### src/rtl/instr_fetch.sv
// instr_fetch: byte-wide instruction fetch unit with branch redirect and halt-on-opcode.
// Define FETCH_PREFETCH_EN to add a one-entry prefetch buffer for zero-bubble issue.
module instr_fetch #(
  parameter int ADDR_W = 8,
  parameter logic [ADDR_W-1:0] RESET_PC = 8'h00,
  parameter logic [7:0] HALT_OPCODE = 8'hFF
) (
  input  logic              clk,
  input  logic              rst,
  output logic              imem_req,
  output logic [ADDR_W-1:0] imem_addr,
  input  logic              imem_ack,
  input  logic [7:0]        imem_data,
  output logic [7:0]        ir_out,
  output logic              ir_valid,
  input  logic              ir_ready,
  input  logic              branch_en,
  input  logic [ADDR_W-1:0] branch_addr,
  output logic              halt
);
  typedef enum logic [1:0] {FETCH, HOLD, HALT} state_t;
  state_t state_q, state_d;
  logic [ADDR_W-1:0] pc_q, pc_d, pend_addr_q, pend_addr_d;
  logic [7:0] ir_q, ir_d;
  logic ir_valid_q, ir_valid_d, req_q, req_d, pend_q, pend_d, ack;
`ifdef FETCH_PREFETCH_EN
  logic [7:0] buf_q, buf_d;
  logic buf_valid_q, buf_valid_d;
`endif
  assign ack = req_q & imem_ack;
  assign imem_req = req_q;
  assign imem_addr = pc_q;
  assign ir_out = ir_q;
  assign ir_valid = ir_valid_q;
  assign halt = state_q == HALT;
  always_comb begin
    state_d = state_q;
    pc_d = pc_q;
    ir_d = ir_q;
    ir_valid_d = ir_valid_q;
    req_d = req_q;
    pend_d = pend_q;
    pend_addr_d = pend_addr_q;
`ifdef FETCH_PREFETCH_EN
    buf_d = buf_q;
    buf_valid_d = buf_valid_q;
`endif
    if (branch_en) begin
      // an outstanding request must still complete; its data is dropped and pc redirected then
      state_d = FETCH;
      ir_valid_d = 1'b0;
      req_d = 1'b1;
      pend_d = req_q && !imem_ack;
      pend_addr_d = branch_addr;
      pc_d = pend_d ? pc_q : branch_addr;
`ifdef FETCH_PREFETCH_EN
      buf_valid_d = 1'b0;
`endif
    end else begin
      case (state_q)
        FETCH: begin
          if (!req_q) req_d = 1'b1;
          else if (ack && pend_q) begin
            pc_d = pend_addr_q;
            pend_d = 1'b0;
          end else if (ack) begin
            ir_d = imem_data;
            ir_valid_d = 1'b1;
            pc_d = pc_q + 1'b1;
            state_d = HOLD;
`ifdef FETCH_PREFETCH_EN
            req_d = imem_data != HALT_OPCODE;
`else
            req_d = 1'b0;
`endif
          end
        end
        HOLD: begin
`ifdef FETCH_PREFETCH_EN
          if (ack) pc_d = pc_q + 1'b1;
          if (ir_ready && buf_valid_q) begin
            ir_d = buf_q;
            buf_valid_d = 1'b0;
            req_d = buf_q != HALT_OPCODE;
          end else if (ir_ready && ack) begin
            ir_d = imem_data;
            req_d = imem_data != HALT_OPCODE;
          end else if (ack) begin
            buf_d = imem_data;
            buf_valid_d = 1'b1;
            req_d = 1'b0;
          end else if (ir_ready && req_q) begin
            ir_valid_d = 1'b0;
            state_d = FETCH;
          end else
`endif
          if (ir_ready) begin
            ir_valid_d = 1'b0;
            state_d = ir_q == HALT_OPCODE ? HALT : FETCH;
            req_d = ir_q != HALT_OPCODE;
          end
        end
        default: ;
      endcase
    end
  end
  always_ff @(posedge clk or posedge rst) begin
    if (rst) begin
      state_q <= FETCH;
      pc_q <= RESET_PC;
      ir_q <= 8'h00;
      ir_valid_q <= 1'b0;
      req_q <= 1'b0;
      pend_q <= 1'b0;
      pend_addr_q <= '0;
`ifdef FETCH_PREFETCH_EN
      buf_q <= 8'h00;
      buf_valid_q <= 1'b0;
`endif
    end else begin
      state_q <= state_d;
      pc_q <= pc_d;
      ir_q <= ir_d;
      ir_valid_q <= ir_valid_d;
      req_q <= req_d;
      pend_q <= pend_d;
      pend_addr_q <= pend_addr_d;
`ifdef FETCH_PREFETCH_EN
      buf_q <= buf_d;
      buf_valid_q <= buf_valid_d;
`endif
    end
  end
endmodule

### config.mk
export PLATFORM = sky130hd
export DESIGN_NAME = instr_fetch
export DESIGN_NICKNAME = d
export VERILOG_FILES = /design/src/rtl/instr_fetch.sv
export SDC_FILE = /design/constraint.sdc
export NUM_CORES = 1
export LEC_CHECK = 0
export CORE_ASPECT_RATIO = 0.6
export CORE_UTILIZATION = 47
export CTS_CLUSTER_DIAMETER = 100
export DETAILED_ROUTE_END_ITERATION = 7
export PLACE_DENSITY = 0.82
export RECOVER_POWER = 50
export SYNTH_ARGS = -nofsm -noshare
export SYNTH_HDL_FRONTEND = slang
export SYNTH_SLANG_ARGS = --single-unit
### constraint.sdc
create_clock -name clk -period 2.15 [get_ports clk]
set_clock_uncertainty 0.1 [all_clocks]
set_input_delay 0.5375 -clock clk [delete_from_list [all_inputs] [get_ports clk]]
set_output_delay 0.5375 -clock clk [all_outputs]
set_load 0.02 [all_outputs]
Word-level counts from Yosys, hierarchy flattened

Index checks and enable logic that the tools add are counted.
Widths: inputs -> output; s select.

Add/sub/neg operators: 1
Equal/unequal tests: 9
Multiplexer cells: 29
Bitwise logic cells: 3
Reduce and logical (&&, ||, !) cells: 14

Operators with widths:

| cell                | count |
|---|---|
| $mux 8              | 6 |
| $mux 1              | 14 |
| $mux 2              | 6 |
| $ne 3x3->1 const B  | 4 |
| $reduce_and 5->1    | 2 |
| $add 8x1->8 const B | 1 |
| $eq 8x8->1 const B  | 1 |
| $ne 8x8->1 const B  | 1 |
| $reduce_bool 2->1   | 3 |
| $reduce_bool 3->1   | 2 |
| $pmux 1 s2          | 2 |
| $pmux 2 s2          | 1 |
| $reduce_and 4->1    | 1 |
| $reduce_and 3->1    | 1 |
| $eq 2x1->1 const B  | 1 |
| $eq 2x2->1 const B  | 1 |
| $logic_and 1x1->1   | 2 |
| $logic_not 2->1     | 1 |
| $ne 2x2->1 const B  | 1 |
| $not 1->1           | 2 |
| $reduce_and 2->1    | 1 |
| $and 1x1->1         | 1 |
| $logic_not 1->1     | 1 |

Bits in registers: 29
Input bits: 21
Output and inout bits: 19

Depth between registers and ports, before layout

Depth in word-level cells: 6
Depth in mapped cells: 6
Mapped depth without buffers: 5

Worst setup path after synthesis

No wires, ideal clock.

Path type: input port to flip-flop
From: in branch_en
To: reg req_q (netlist: imem_req)
Setup time: 0.125 ns
Data arrival time: 1.627 ns
Required time: 1.925 ns
Path slack: 0.298 ns
Stages: 5
Path through: buf_6 nand2b_1 or4_4 a21boi_1 mux2_4

Cells in the longest elaborated chain, start to end: 2

RTL lines:

| element                                                          | RTL line | text |
|---|---|---|
| from (decl)                                                      | 17       | `input logic branch_en,` |
| $ne 3x3->1 (no source line) or $reduce_bool 3->1 (tied branches) | --       |  |
| $reduce_and 2->1 (no source line)                                | --       |  |
| to (signal assigned)                                             | 125      | `req_q <= req_d;` |
| to (decl)                                                        | 25       | `logic ir_valid_q, ir_valid_d, req_q, req_d, pend_q, pend_d, ack;` |

Parallel ways exist; a longest one is shown, timed or not.
A chain may end at the register's enable or synchronous reset.

==> results.toml <==
[run_status]
status = "finished with violations"
violations = "design-rule violations"

[placement]
place_area_sq_um = 1880
gp_congestion = 0.793
dpl.hpwl_mm = 2.54
port-buffer-count = 39

[clock_tree]
clk_latency_ps = 280
cts_inserted_buffers = 3
cts_tree = "built"
ctsHoldBuffers = 0
htree_levels = 1
clockBufferDepth = 2
cts_root_buffer = "clkbuf_8"
path_clk_slew_ps = 90
cts.sinks = 28

[synth]
synth_seq_cells = 28
synthTopCellsByCount = "dfrtp_1, o21ai_0, mux2_2, nand2_1"
synth_top_area_cell = "dfrtp_1"
syn-num-nets = 160
async_reset_ff_share_pct = 100
avgSynthCellArea_sq_um = 10.3
synth_ff_type = "dfrtp_1"
synth_cell_types = 40
synth_area_leaders = "dfrtp_1, mux2_2, o21ai_0"
seq_area_frac_synth_pct = 49.5
synthesis.area_sq_um = 1420
synth_edf_count = 0
synth_cells = 138
yosysMostFrequentCell = "dfrtp_1"
synth_top_cell_area_share_pct = 49.5
ys_warn_count = 0

[floorplanning]
rows = 15
fp.dieArea_sq_um = 3240
dieHeight_um = 44.5
fp.dieW_um = 72.9
ioPinCount = 40
start_util_pct = 49.3
core_area_sq_um = 2870

[worst_setup_path]
slowest_stage = "clkdlybuf4s50_1"
crit_path_cell_trace = "clkdlybuf4s50_1"
crit_type = "register to output pin"
cp.arrival_ps = 1420
worst_r2r_startpoint = "state_q[1]$_DFFE_PP0P_"
crit_buf_inv = 1
end_kind = "output pin"
critPathMaxStageDelay_ps = 650
cp_top_family = "buffers and inverters"
required_ps = 1510
crit_fanout = 8
startpoint = "state_q[0]$_DFFE_PP0P_"
start_kind = "register"

[route]
vias_per_cell = 5.53
vias = 1239
dr.pass1.iters = 6
drcViolationCount = 1
drt_iter0_markers = 120
routed_wirelength_mm = 3.37
ant_nets = 0
wl_per_cell_um = 15.0

[sta]
hold_slack_ps = 419
worstMarginPinSlew_ps = 677
setup_violations = 0
drv_slew = 0
max_freq_ghz = 0.487
period_needed_ps = 2050
max_slew_margin_pct = 54.9
hold_viol = 0
rsz0062_at_grt = "no"
period_share_pct = 95.5

[pwr]
total_power_uw = 1820
pwr-share-comb_pct = 35.6
power.density_nw_per_um2 = 933
power_switching_share_pct = 32.4
switching_power_uw = 592
p_seq_share_pct = 41.6
clkPwrFrac_pct = 22.8
vdd_ir_drop_max_mv = 0.597
p_int_uw = 1230
p_leak_uw = 0.000850

[global_routing]
antenna_found_initial = 0
track_usage_pct = 23.7
grt_pass1_vias = 1155
grt_max_degree = 29
grt_pass1_wl_mm = 5.67
grt_overflow_total = 0

[final_layout]
areaGrowthSynthToFinish_pct = 38.0
num_antenna_cells = 0
post-route-util_pct = 68.1
fin_nets = 205
drive_above_1_share_pct = 16.5
finalInstanceArea_sq_um = 1950

[run]
cap_violations = 0

[min_path]
hold_path_class = "register to register"
worstHoldStart = "pend_addr_q[7]$_DFFE_PP0P_"
-- per-layer routing --
| metal | global-route usage (%) | vias to the layer above | share of wire [%] |
|---|---|---|---|
| met2 | 35.9 | 52 | 47 |
| met5 | 0 | - | 0 |
| li1 | - | 588 | - |
| met4 | 7.06 | 0 | 1.0 |
| met1 | 34.1 | 594 | 44 |
| met3 | 5.47 | 5 | 7.9 |
-- cell families (layout without fill, tap and decap cells) --
family	after synthesis	after routing	synth area share, %
AOI/OAI and AO/OA	42	42	18.7
and+or+nand+nor	38	38	14.5
DFF	28	28	49.5
muxes	15	15	12.1
buffers and inverters	14	58	4.33
adders and majority gates	1	1	0.883
-- layout by cell type (no fill, tap or decap), types with 2 or more instances in the layout --
master           netlist  layout
clkbuf_8               0       3
a21oi_1                7       7
nand2b_1               4       4
a31oi_1                3       3
inv_1                  7       7
clkbuf_2               0       2
o311a_1                2       2
nand2_1                9       9
nor3b_1                2       2
buf_4                  0       6
o21ai_0               17      17
nor2b_1                2       2
mux2_2                13      13
clkdlybuf4s50_1        0      37
and3_1                 2       2
nand3_1                4       4
and2_1                 2       2
nor2_1                 7       7
dfrtp_1               28      27
a21o_1                 2       2
-- path summary, 6_finish.rpt --
path | slack (ps) | end | cells past startpoint
setup / recovery | 100 | ir_valid | 1
hold / removal | 420 | pend_addr_q[7]$_DFFE_PP0P_ | 1
setup reg to reg | 380 | imem_req$_DFFE_PP0P_ | 4
hold reg to reg | 420 | pend_addr_q[7]$_DFFE_PP0P_ | 1
max in group asynchronous | 700 | imem_req$_DFFE_PP0P_ | 3
min in group asynchronous | 780 | ir_out[1]$_DFFE_PP0P_ | 3
-- power by group through the flow --
stage | Combinational, uW | Clock (uW) | Sequential [uW]
2_1_floorplan | 230 | 0 | 863
6_report | 650 | 416 | 758
3_3_place_gp | 634 | 0 | 756
3_5_place_dp | 656 | 0 | 766
5_1_grt | 704 | 452 | 775
4_1_cts | 657 | 423 | 758
-- state kept, by name, summed over array words and instances, names as in the netlist --
signal,flops
state_q,2
pend_q,1
imem_req,1
pend_addr_q,8
ir_out,8
imem_addr,8
-- layout make-up --
type                            instances  area (sq um)
Clock buffer                            3          41.3
Sequential cell                        28           702
Multi-Input combinational cell         96           654
Timing Repair Buffer                   47           448
Fill cell                             212           917
Tap cell                               42          52.6
Inverter                                7          26.3
Clock inverter                          1          30.0
-- repair_timing --
action,CTS,global route
gates resized for setup,0,2
setup endpoints to repair,0,2
hold endpoints to repair,0,0
buffers inserted,0,0
-- through the flow --
stage	TNS, ps	cells	setup WS [ps]
6_report	0	224	96.6
2_1_floorplan	0	138	298
3_5_place_dp	-912	220	-162
5_1_grt	0	224	25.9
4_1_cts	0	224	5.20
3_3_place_gp	-727	220	-99.0
(Power assumes the default switching activity.)
